### src/rtl/gost_sbox_bank.sv
// Bank of NBOX independent 2^AW x DW substitution tables for the GOST 28147-89 S-layer.
// The tables are loaded row by row over a valid/ready stream and read as one registered parallel lookup per cycle.
module gost_sbox_bank #(
    parameter int NBOX = 8,
    parameter int AW   = 4,
    parameter int DW   = 4
) (
    input  logic                 CLK,
    input  logic                 RSTN,
    input  logic                 LD_START,
    input  logic                 LD_VALID,
    output logic                 LD_READY,
    input  logic [NBOX*DW-1:0]   LD_DATA,
    output logic                 TBL_OK,
    input  logic                 SUB_VALID,
    input  logic [NBOX*DW-1:0]   SUB_IN,
    output logic                 SUB_VOUT,
    output logic [NBOX*DW-1:0]   SUB_OUT
);

    localparam int W     = NBOX * DW;
    localparam int DEPTH = 1 << AW;

    // Each lane nibble is used directly as the row address, so the widths must agree.
    if (AW != DW) begin : g_width_check
        $error("gost_sbox_bank: AW (%0d) must equal DW (%0d)", AW, DW);
    end

    typedef enum logic [1:0] {
        ST_EMPTY = 2'd0,
        ST_LOAD  = 2'd1,
        ST_READY = 2'd2
    } state_e;

    state_e          state_q;
    logic [AW-1:0]   ptr_q;
    logic [AW-1:0]   ptr_d;
    logic            tbl_ok_q;
    logic            sub_vout_q;
    logic [W-1:0]    sub_out_q;
    logic [W-1:0]    sub_out_d;
    logic            ld_ready_s;
    logic            beat_s;
    logic            sub_acc_s;

    // Table storage is deliberately not reset; TBL_OK qualifies its contents.
    logic [DW-1:0]   mem_q [NBOX][DEPTH];

    // Load handshake and lookup acceptance qualifiers.
    always_comb begin
        ld_ready_s = 1'b0;
        if ((state_q == ST_LOAD) && !LD_START) begin
            ld_ready_s = 1'b1;
        end else begin
            ld_ready_s = 1'b0;
        end
        beat_s    = ld_ready_s & LD_VALID;
        sub_acc_s = SUB_VALID & (state_q == ST_READY);
        ptr_d     = ptr_q + {{(AW-1){1'b0}}, 1'b1};
    end

    // Parallel read: lane i addresses box i with its own nibble of SUB_IN.
    always_comb begin
        sub_out_d = '0;
        for (int i = 0; i < NBOX; i++) begin
            sub_out_d[i*DW +: DW] = mem_q[i][SUB_IN[i*DW +: DW]];
        end
    end

    // Row write: one accepted beat fills row ptr of every box.
    always_ff @(posedge CLK) begin
        if (beat_s) begin
            for (int i = 0; i < NBOX; i++) begin
                mem_q[i][ptr_q] <= LD_DATA[i*DW +: DW];
            end
        end
    end

    // Load sequencer, table-valid flag and registered lookup output.
    always_ff @(posedge CLK or negedge RSTN) begin
        if (!RSTN) begin
            state_q    <= ST_EMPTY;
            ptr_q      <= '0;
            tbl_ok_q   <= 1'b0;
            sub_vout_q <= 1'b0;
            sub_out_q  <= '0;
        end else begin
            // A lookup in the LD_START cycle still sees the old table.
            sub_vout_q <= sub_acc_s;
            if (sub_acc_s) begin
                sub_out_q <= sub_out_d;
            end
            if (LD_START) begin
                state_q  <= ST_LOAD;
                ptr_q    <= '0;
                tbl_ok_q <= 1'b0;
            end else begin
                case (state_q)
                    ST_EMPTY: begin
                        tbl_ok_q <= 1'b0;
                    end
                    ST_LOAD: begin
                        if (beat_s) begin
                            ptr_q <= ptr_d;
                            if (ptr_q == {AW{1'b1}}) begin
                                state_q  <= ST_READY;
                                tbl_ok_q <= 1'b1;
                            end
                        end
                    end
                    ST_READY: begin
                        tbl_ok_q <= 1'b1;
                    end
                    default: begin
                        state_q  <= ST_EMPTY;
                        ptr_q    <= '0;
                        tbl_ok_q <= 1'b0;
                    end
                endcase
            end
        end
    end

    assign LD_READY = ld_ready_s;
    assign TBL_OK   = tbl_ok_q;
    assign SUB_VOUT = sub_vout_q;
    assign SUB_OUT  = sub_out_q;

endmodule

### config.mk
export PLATFORM = sky130hd
export DESIGN_NAME = gost_sbox_bank
export DESIGN_NICKNAME = d
export VERILOG_FILES = /design/src/rtl/gost_sbox_bank.sv
export SDC_FILE = /design/constraint.sdc
export NUM_CORES = 1
export LEC_CHECK = 0
export CORE_ASPECT_RATIO = 0.75
export CORE_MARGIN = 3
export CORE_UTILIZATION = 55
export DETAILED_ROUTE_END_ITERATION = 12
export GPL_ROUTABILITY_DRIVEN = 1
export HOLD_SLACK_MARGIN = 0.03
export PLACE_DENSITY_LB_ADDON = 0.05
export SYNTH_ARGS = -nofsm -noshare
export SYNTH_HDL_FRONTEND = slang
export SYNTH_SLANG_ARGS = --single-unit
### constraint.sdc
create_clock -name CLK -period 5.17 [get_ports CLK]
set_input_delay 1.034 -clock CLK [delete_from_list [all_inputs] [get_ports CLK]]
set_output_delay 1.034 -clock CLK [all_outputs]
set_load 0.005 [all_outputs]
==> results of run 1 <==
[logic make-up after synthesis]
kind of cell | count (synthesis) | share of synthesized area, %
AOI/OAI and AO/OA | 114 | 3.78
buffers and inverters | 71 | 1.81
DFF | 552 | 76.0
muxes | 217 | 12.9
and+or+nand+nor | 226 | 5.14
adders and majority gates | 7 | 0.406
[flip-flops by register name, indices dropped and copies added, names as in the netlist]
| register | cells |
|---|---|
| ptr_q | 4 |
| TBL_OK | 1 |
| state_q | 2 |
| SUB_OUT | 32 |
| mem_q | 512 |
| SUB_VOUT | 1 |
[cell type report]
type | instances | area, µm²
Clock inverter | 24 | 241
Tap cell | 512 | 641
Fill cell | 2723 | 13700
Sequential cell | 552 | 16400
Clock buffer | 71 | 1420
Timing Repair Buffer | 123 | 1190
Multi-Input combinational cell | 564 | 4900
Inverter | 7 | 26.3
[power by group through the flow]
| stage | registers [mW] | clock network (mW) | logic (mW) |
|---|---|---|---|
| after floorplan | 5.00 | 0 | 0.220 |
| after detailed placement | 5.00 | 0 | 0.403 |
| after CTS | 4.91 | 3.80 | 0.404 |
| final | 4.91 | 3.74 | 0.402 |
| after global placement | 5.00 | 0 | 0.399 |
| after global routing | 4.91 | 3.98 | 0.435 |
[worst reg2reg max path: stages (launching register included)]
cell,delay (ps)
dfrtp_1,410
inv_1,90
ha_1,270
nor2b_1,390
nand3_1,380
nor2_4,1050
[path summary, 6_finish.rpt]
check | from | endpoint | slack (ps) | cells past startpoint
max in group asynchronous | RSTN | SUB_OUT[15] | 4010 | 2
worst min-delay path | SUB_OUT[18] | SUB_OUT[18] | 500 | 2
worst max-delay path | LD_START | LD_READY | 1590 | 3
worst min register to register | SUB_OUT[18] | SUB_OUT[18] | 500 | 2
worst max register to register | state_q[1] | mem_q[1][67] | 2180 | 5
min in group asynchronous | RSTN | SUB_VOUT | 640 | 2
[stage by stage]
step | instances | hold slack [ps] | setup slack [ps] | area [µm²] | total power [mW]
after CTS | 1853 | 496 | 1590 | 24800 | 9.11
after global placement | 1758 | 482 | 1420 | 23100 | 5.40
after floorplan | 1187 | 473 | 981 | 21600 | 5.22
final | 1853 | 496 | 1590 | 24800 | 9.05
after detailed placement | 1758 | 481 | 1350 | 23100 | 5.41
after global routing | 1853 | 523 | 1510 | 24800 | 9.33
[cell usage in the layout, fill, tap and decap left out, drive strengths merged, types with 19 or more instances in the layout]
cell and n:
a31oi 24, clkinv 19, nand3 38, clkdlybuf4s50 97, edfxtp 512, dfrtp 40, mux2i 157, mux4 45
buf 26, nand4 30, nor2 34, a22oi 37, nor2b 26, nand2 78, clkbuf 71
[metal layers]
layer  up-vias  global-route usage [%]  wire (µm)
met1      5698                    36.2      21600
met2       384                    33.8      21100
li1       4985                       -          -
met4         0                    4.69        623
met5         -                       0          0
met3        51                    3.58       3210
==> metrics.yaml, run 1 <==
clocking:
  cts_tree: "built"
  hold_buffers: 0
  cts-root-buf: "clkbuf_16"
  cts_made_buffers: 52
  clk_transition_reported_paths_ps: 60
  clockBufferDepth: 3
  clock_latency_ps: 570
  cts.sinks: 552
  post_cts_resized: 0
  cts_setup_buffers: 0
  htree_levels: 2
detailed_routing:
  drt-pass1-iter-count: 6
  via_count: 11100
  wl_per_cell_um: 25.1
  postRouteAntennaNets: 0
  avgViaCountPerCell: 6.00
  drt_iter0_markers: 1005
  route.detailed.drc: 0
  totalWireLength_um: 46600
yosys:
  netlist.area_leader.share_pct: 71.3
  yosysWarnings: 0
  yosysTopAreaCell: "edfxtp_1"
  syn-num-nets: 1263
  async_flop_share_pct: 7.25
  yosysMostFrequentCell: "edfxtp_1"
  syn_area_mm2: 0.0216
  synth_edf_count: 512
  synthFlopType: "edfxtp_1"
  ys_seq_elements: 552
  synth_area_leaders: "edfxtp_1, mux2i_1, dfrtp_1, mux4_2, nand2_1"
  synthTopCellsByCount: "edfxtp_1, mux2i_1, nand2_1"
  seq_area_frac_synth_pct: 76.0
  ys_types: 45
  syn-instance-count: 1187
  syn_avg_cell_area_um2: 18.2
power_and_ir_drop:
  seq_power_share_pct: 54.3
  leakagePower_nw: 8.46
  p_sw_share_pct: 20.1
  clockPowerShare_pct: 41.3
  internal_power_mw: 7.23
  p_per_area_mw_per_mm2: 365
  power_frac_comb_pct: 4.4
  switchingPower_mw: 1.82
  vdd_drop_max_mv: 0.264
sta:
  slew_headroom_pct: 15.5
  finalSetupViolations: 0
  hold_violations: 0
  tns_ps: 0
  period_share_pct: 69.3
  fin_skew_ps: 11.8
  drv_slew: 0
  fin_crit_ps: 3580
  timing.fmax_mhz: 279
  tightestPinTransition_ps: 1260
  rsz0062_at_grt: "false"
setup_path:
  crit_arrival_ps: 2550
  cp.buffers_inverters: 2
  path_class: "input pin to output pin"
  end_kind: "output pin"
  slowest_stage: "clkdlybuf4s50_1"
  critPathMaxStageDelay_ps: 590
  timing.critical_path.fanout_max: 8
  crit_family: "buffers and inverters"
  cp-start-kind: "input pin"
  crit_top_cell: "clkdlybuf4s50_1"
  crit_required_ps: 4140
  crit_chain: "clkdlybuf4s50_1 -> nor2b_1 -> clkdlybuf4s50_1"
final_layout:
  nNetsFinal: 1376
  post-route-util_pct: 64.4
  drive_gt1_share_pct: 12.9
  syn2layout_area_growth_pct: 15.0
  diodes: 0
floorplan:
  ios: 104
  die_x_um: 235
  fp.dieH_um: 177
  core_area_mm2: 0.0385
  rows: 62
  initial_core_util_pct: 56.0
  dieArea_mm2: 0.0416
placement:
  io_buffers: 103
  hpwlAfterDp_um: 27400
  place.gp.congestion: 0.758
global_route:
  grt_max_degree: 41
  grt_use_total_pct: 22.8
  grt_pass1_vias: 11300
  grt_pass1_wl_um: 70200
  antenna_found_initial: 0
  grt-ovfl-total: 0
worst_hold_path:
  hp-class: "flip-flop to flip-flop"
flow_run:
  max-cap-violations: 0
outcome:
  status: "complete, no violations"
Power figures use the tool's default switching activity.
==> run 2, diff against run 1 <==
==> constraint.sdc (replaced) <==
create_clock -name CLK -period 3.7 [get_ports CLK]
set_input_delay 0.74 -clock CLK [delete_from_list [all_inputs] [get_ports CLK]]
set_output_delay 0.74 -clock CLK [all_outputs]
set_load 0.005 [all_outputs]
==> run 2 against run 1 <==
Non-clock buffer count is 18 higher; cell count rose by 1.0%; count of clock-buffer cells in the layout fell by 2; largest cell class unchanged; critical path depth rose by 1; wire length decreased by 1.2%.
==> metrics.yaml, run 2 (synthesis gave the netlist of run 1 again) <==
power_and_ir_drop:
  fin_total_pwr_mw: 12.7
  vdd_drop_max_mv: 0.391
  p_per_area_mw_per_mm2: 506
  leakagePower_nw: 8.56
placement:
  place.gp.congestion: 0.803
  pre_cts_ws_ps: 588
  hpwlAfterDp_um: 27700
  placed_area_mm2: 0.0234
  io_buffers: 103
final_layout:
  n_fill_cell: 2707
  largest_register: "mem_q"
  drive_gt1_share_pct: 14.0
  ff_latch_area_mm2: 0.0164
  nNetsFinal: 1394
  layout_commonest_cell: "edfxtp_1"
  syn2layout_area_growth_pct: 16.4
  diodes: 0
  final_cell_mix: "edfxtp_1, mux2i_1, clkdlybuf4s50_1, nand2_1, clkbuf_16"
  multi_input_area_mm2: 0.00492
  stdcell_area_mm2: 0.0251
  largest_register_ff_count: 512
global_route:
  antenna_found_initial: 0
  grt_use_total_pct: 22.5
  gr-max-usage-layer: "met1"
  grt_pass1_vias: 11300
  grtUsageMet2_pct: 34.5
  grt-ovfl-total: 0
  use_met1_pct: 34.8
  grt_max_degree: 34
  grt_pass1_wl_um: 69800
  grt_use_met3_pct: 3.51
floorplan:
  ios: 104
  initial_core_util_pct: 56.0
  fp.dieH_um: 177
  core_area_mm2: 0.0385
  rows: 62
  dieArea_mm2: 0.0416
  die_x_um: 235
clocking:
  clk_transition_reported_paths_ps: 60
  cts-root-buf: "clkbuf_16"
  post_cts_resized: 0
  cts_made_buffers: 52
  htree_levels: 2
  cts_setup_buffers: 0
  clock_latency_ps: 580
  cts.sinks: 552
  cts_tree: "built"
  clockBufferDepth: 3
  hold_buffers: 0
sta:
  tightestPinTransition_ps: 996
  setup_slack_ps: 612
  slew_headroom_pct: 33.6
  timing.fmax_mhz: 324
  fin_skew_ps: 14.7
  tns_ps: 0
  rsz0062_at_grt: "false"
  period_share_pct: 83.5
  finalSetupViolations: 0
  hold_violations: 0
  fin_crit_ps: 3090
  drv_slew: 0
setup_path:
  path_class: "flip-flop to output pin"
  crit_required_ps: 2960
  crit_arrival_ps: 2350
  timing.critical_path.fanout_max: 8
  cp-start-kind: "flip-flop"
  critPathMaxStageDelay_ps: 590
  slowest_stage: "clkdlybuf4s50_1"
  crit_chain: "inv_1 -> ha_1 -> nor2b_1 -> clkdlybuf4s50_1"
  end_kind: "output pin"
detailed_routing:
  via_count: 11200
  avgViaCountPerCell: 6.01
  drt_iter0_markers: 898
  route.detailed.drc: 0
  postRouteAntennaNets: 0
  drt-pass1-iter-count: 5
  wl_per_cell_um: 24.6
  totalWireLength_um: 46000
worst_hold_path:
  hp-class: "input pin to async pin"
outcome:
  status: "complete, no violations"
flow_run:
  max-cap-violations: 0
run 2: changes by cell type in the layout (fill, tap and decap cells not counted):
| cell | before | now |
|---|---|---|
| buf_12 | 3 | 11 |
| buf_4 | 17 | 27 |
| clkbuf_1 | 15 | 12 |
| clkbuf_8 | 3 | 4 |
| clkinv_1 | 6 | 10 |
| clkinv_2 | 12 | 8 |
| clkinv_4 | 1 | 0 |
| clkinvlp_4 | 0 | 1 |
| inv_6 | 0 | 3 |
| nor3_2 | 4 | 0 |
| nor3_4 | 0 | 4 |
run 2: final timing paths:
path                                   from  cells past startpoint            end  slack, ps
max in group asynchronous              RSTN                      2     SUB_OUT[3]       2530
worst min-delay path                   RSTN                      1     SUB_OUT[4]        320
worst min register to register  SUB_OUT[19]                      2    SUB_OUT[19]        490
worst max-delay path             state_q[1]                      4       LD_READY        610
worst max register to register   state_q[1]                      6  mem_q[1][120]       1070
min in group CLK                SUB_OUT[19]                      2    SUB_OUT[19]        490
run 2: critical path: cells and delay by family, from the launching register on:
family | cells | cell delay [ps]
fa+ha+maj | 1 | 300
simple gates | 1 | 400
buf+inv | 2 | 680
flops | 1 | 410
run 2: per-stage QoR:
step                hold WS, ps  util, %  cells
CTS                         320     65.2   1872
floorplan                   444        -   1187
global placement            475     60.8   1776
finish                      324     65.2   1872
detailed placement          484     60.8   1776
global route                348     65.2   1872
run 2: power by group:
| part | internal (mW) | total, mW | switching (mW) |
|---|---|---|---|
| Sequential | 6.85 | 6.86 | 0.00929 |
| Clock | 3.06 | 5.26 | 2.21 |
| Combinational | 0.225 | 0.562 | 0.337 |
| Total | 10.1 | 12.7 | 2.55 |
run 2: metal layers:
layer	up-vias	wire, µm	share of wire, %
li1	5029	-	-
met3	57	2810	6.1
met5	-	0	0
met1	5793	21000	46
met4	0	727	1.6
met2	366	21400	47
run 2: final cells by class:
cell class,instances,area share (%)
inverters,7,0.105
repair buffers,141,5.68
well taps,512,2.55
clock buffers,69,5.69
flip-flops and latches,552,65.3
clock inverters,27,1.04
multi-input cells,564,19.6
==> run 3, diff against run 2 <==
==> constraint.sdc (replaced) <==
create_clock -name CLK -period 3.2 [get_ports CLK]
set_input_delay 0.64 -clock CLK [delete_from_list [all_inputs] [get_ports CLK]]
set_output_delay 0.64 -clock CLK [all_outputs]
set_load 0.005 [all_outputs]
==> run 3 against run 2 <==
Register-to-register slack worse by 100 ps; worst setup slack worse by 150 ps; non-clock buffer count is 18 higher; wire length is 4.3% higher; global-route usage is 1.0 points higher; critical path type unchanged; critical endpoint unchanged; highest routed layer unchanged.
==> metrics.yaml, run 3 (synthesis gave the netlist of run 1 again) <==
global_route:
  antenna_found_initial: 0
  grt_pass1_wl_um: 72500
  grt-ovfl-total: 0
  grt_pass1_vias: 11400
  grt_use_total_pct: 23.6
  grt_max_degree: 33
clocking:
  htree_levels: 2
  cts.sinks: 552
  cts-root-buf: "clkbuf_16"
  cts_setup_buffers: 0
  post_cts_resized: 0
  hold_buffers: 0
  clockBufferDepth: 3
  clk_transition_reported_paths_ps: 60
  cts_made_buffers: 52
  cts_tree: "built"
  clock_latency_ps: 580
final_layout:
  syn2layout_area_growth_pct: 17.6
  diodes: 0
  final_cell_mix: "edfxtp_1, mux2i_1, clkdlybuf4s50_1, nand2_1, clkbuf_16"
  largest_register: "mem_q"
  nNetsFinal: 1412
  layout_commonest_cell: "edfxtp_1"
  drive_gt1_share_pct: 15.1
  largest_register_ff_count: 512
sta:
  tns_ps: 0
  finalSetupViolations: 0
  period_share_pct: 85.4
  hold_violations: 0
  setup_slack_ps: 466
  rsz0062_at_grt: "false"
  tightestPinTransition_ps: 793
  drv_slew: 0
  slew_headroom_pct: 47.2
  fin_crit_ps: 2730
  hold_ws_ps: 82.9
  timing.fmax_mhz: 366
  fin_skew_ps: 26.3
floorplan:
  ios: 104
  fp.dieH_um: 177
  dieArea_mm2: 0.0416
  core_area_mm2: 0.0385
  die_x_um: 235
  initial_core_util_pct: 56.0
  rows: 62
placement:
  hpwlAfterDp_um: 28800
  io_buffers: 103
  pre_cts_ws_ps: 415
  place.gp.congestion: 0.808
setup_path:
  end_kind: "output pin"
  crit_required_ps: 2560
  reg2regPathDepth: 8
  path_class: "flip-flop to output pin"
  timing.critical_path.fanout_max: 8
  cp-start-kind: "flip-flop"
  crit_arrival_ps: 2090
flow_run:
  max-cap-violations: 0
detailed_routing:
  avgViaCountPerCell: 6.02
  route.detailed.drc: 0
  totalWireLength_um: 48000
  postRouteAntennaNets: 0
  wl_per_cell_um: 25.4
  drt_iter0_markers: 1218
  via_count: 11400
  drt-pass1-iter-count: 5
power_and_ir_drop:
  leakagePower_nw: 8.69
  vdd_drop_max_mv: 0.514
  p_per_area_mw_per_mm2: 588
outcome:
  status: "complete, no violations"
worst_hold_path:
  hp-class: "input pin to async pin"
[run 3: changes by cell type in the layout (fill, tap and decap cells not counted), sizes merged]
cell / previous run / this run
buf: 44 / 62
clkbuf: 69 / 73
inv: 10 / 7
bufinv: 5 / 7
clkinvlp: 1 / 0
[run 3: critical path, stage by stage (launching register included)]
cell             delay (ps)
dfrtp_1                 400
inv_1                    80
ha_1                    320
nor2b_1                 210
clkdlybuf4s50_1         530
[run 3: layer usage]
layer	track usage (%)	vias to the layer above	wire, µm
li1	-	5061	-
met1	38.0	5835	22500
met2	34.0	441	21200
met3	4.41	54	3630
met4	4.58	0	652
met5	0	-	0
[run 3: report_power, final]
group,switching (mW),internal [mW]
registers,0.0111,7.92
clock network,2.58,3.71
logic,0.400,0.271
[run 3: area by class of cell]
cell class,instances,area [µm²]
flip-flops and latches,552,16400
fillers,2676,13100
multi-input cells,564,4920
repair buffers,159,1620
clock buffers,73,1440
well taps,512,641
clock inverters,25,307
inverters,7,26.3
[run 3: final timing paths]
check	slack [ps]	endpoint	start
min in group CLK	500	SUB_OUT[22]	SUB_OUT[22]
worst max register to register	970	mem_q[0][54]	state_q[1]
max in group asynchronous	2220	SUB_OUT[0]	RSTN
worst max-delay path	470	LD_READY	state_q[1]
worst min register to register	500	SUB_OUT[22]	SUB_OUT[22]
worst min-delay path	80	SUB_VOUT	RSTN
[run 3: through the flow]
stage / power [mW] / cell area (µm²) / util, % / cells
2_1_floorplan: 8.44 / 21600 / - / 1187
3_3_place_gp: 8.75 / 23600 / 61.3 / 1794
3_5_place_dp: 8.76 / 23600 / 61.3 / 1794
4_1_cts: 15.0 / 25300 / 65.8 / 1892
5_1_grt: 15.3 / 25300 / 65.8 / 1892
6_report: 14.9 / 25300 / 65.8 / 1892
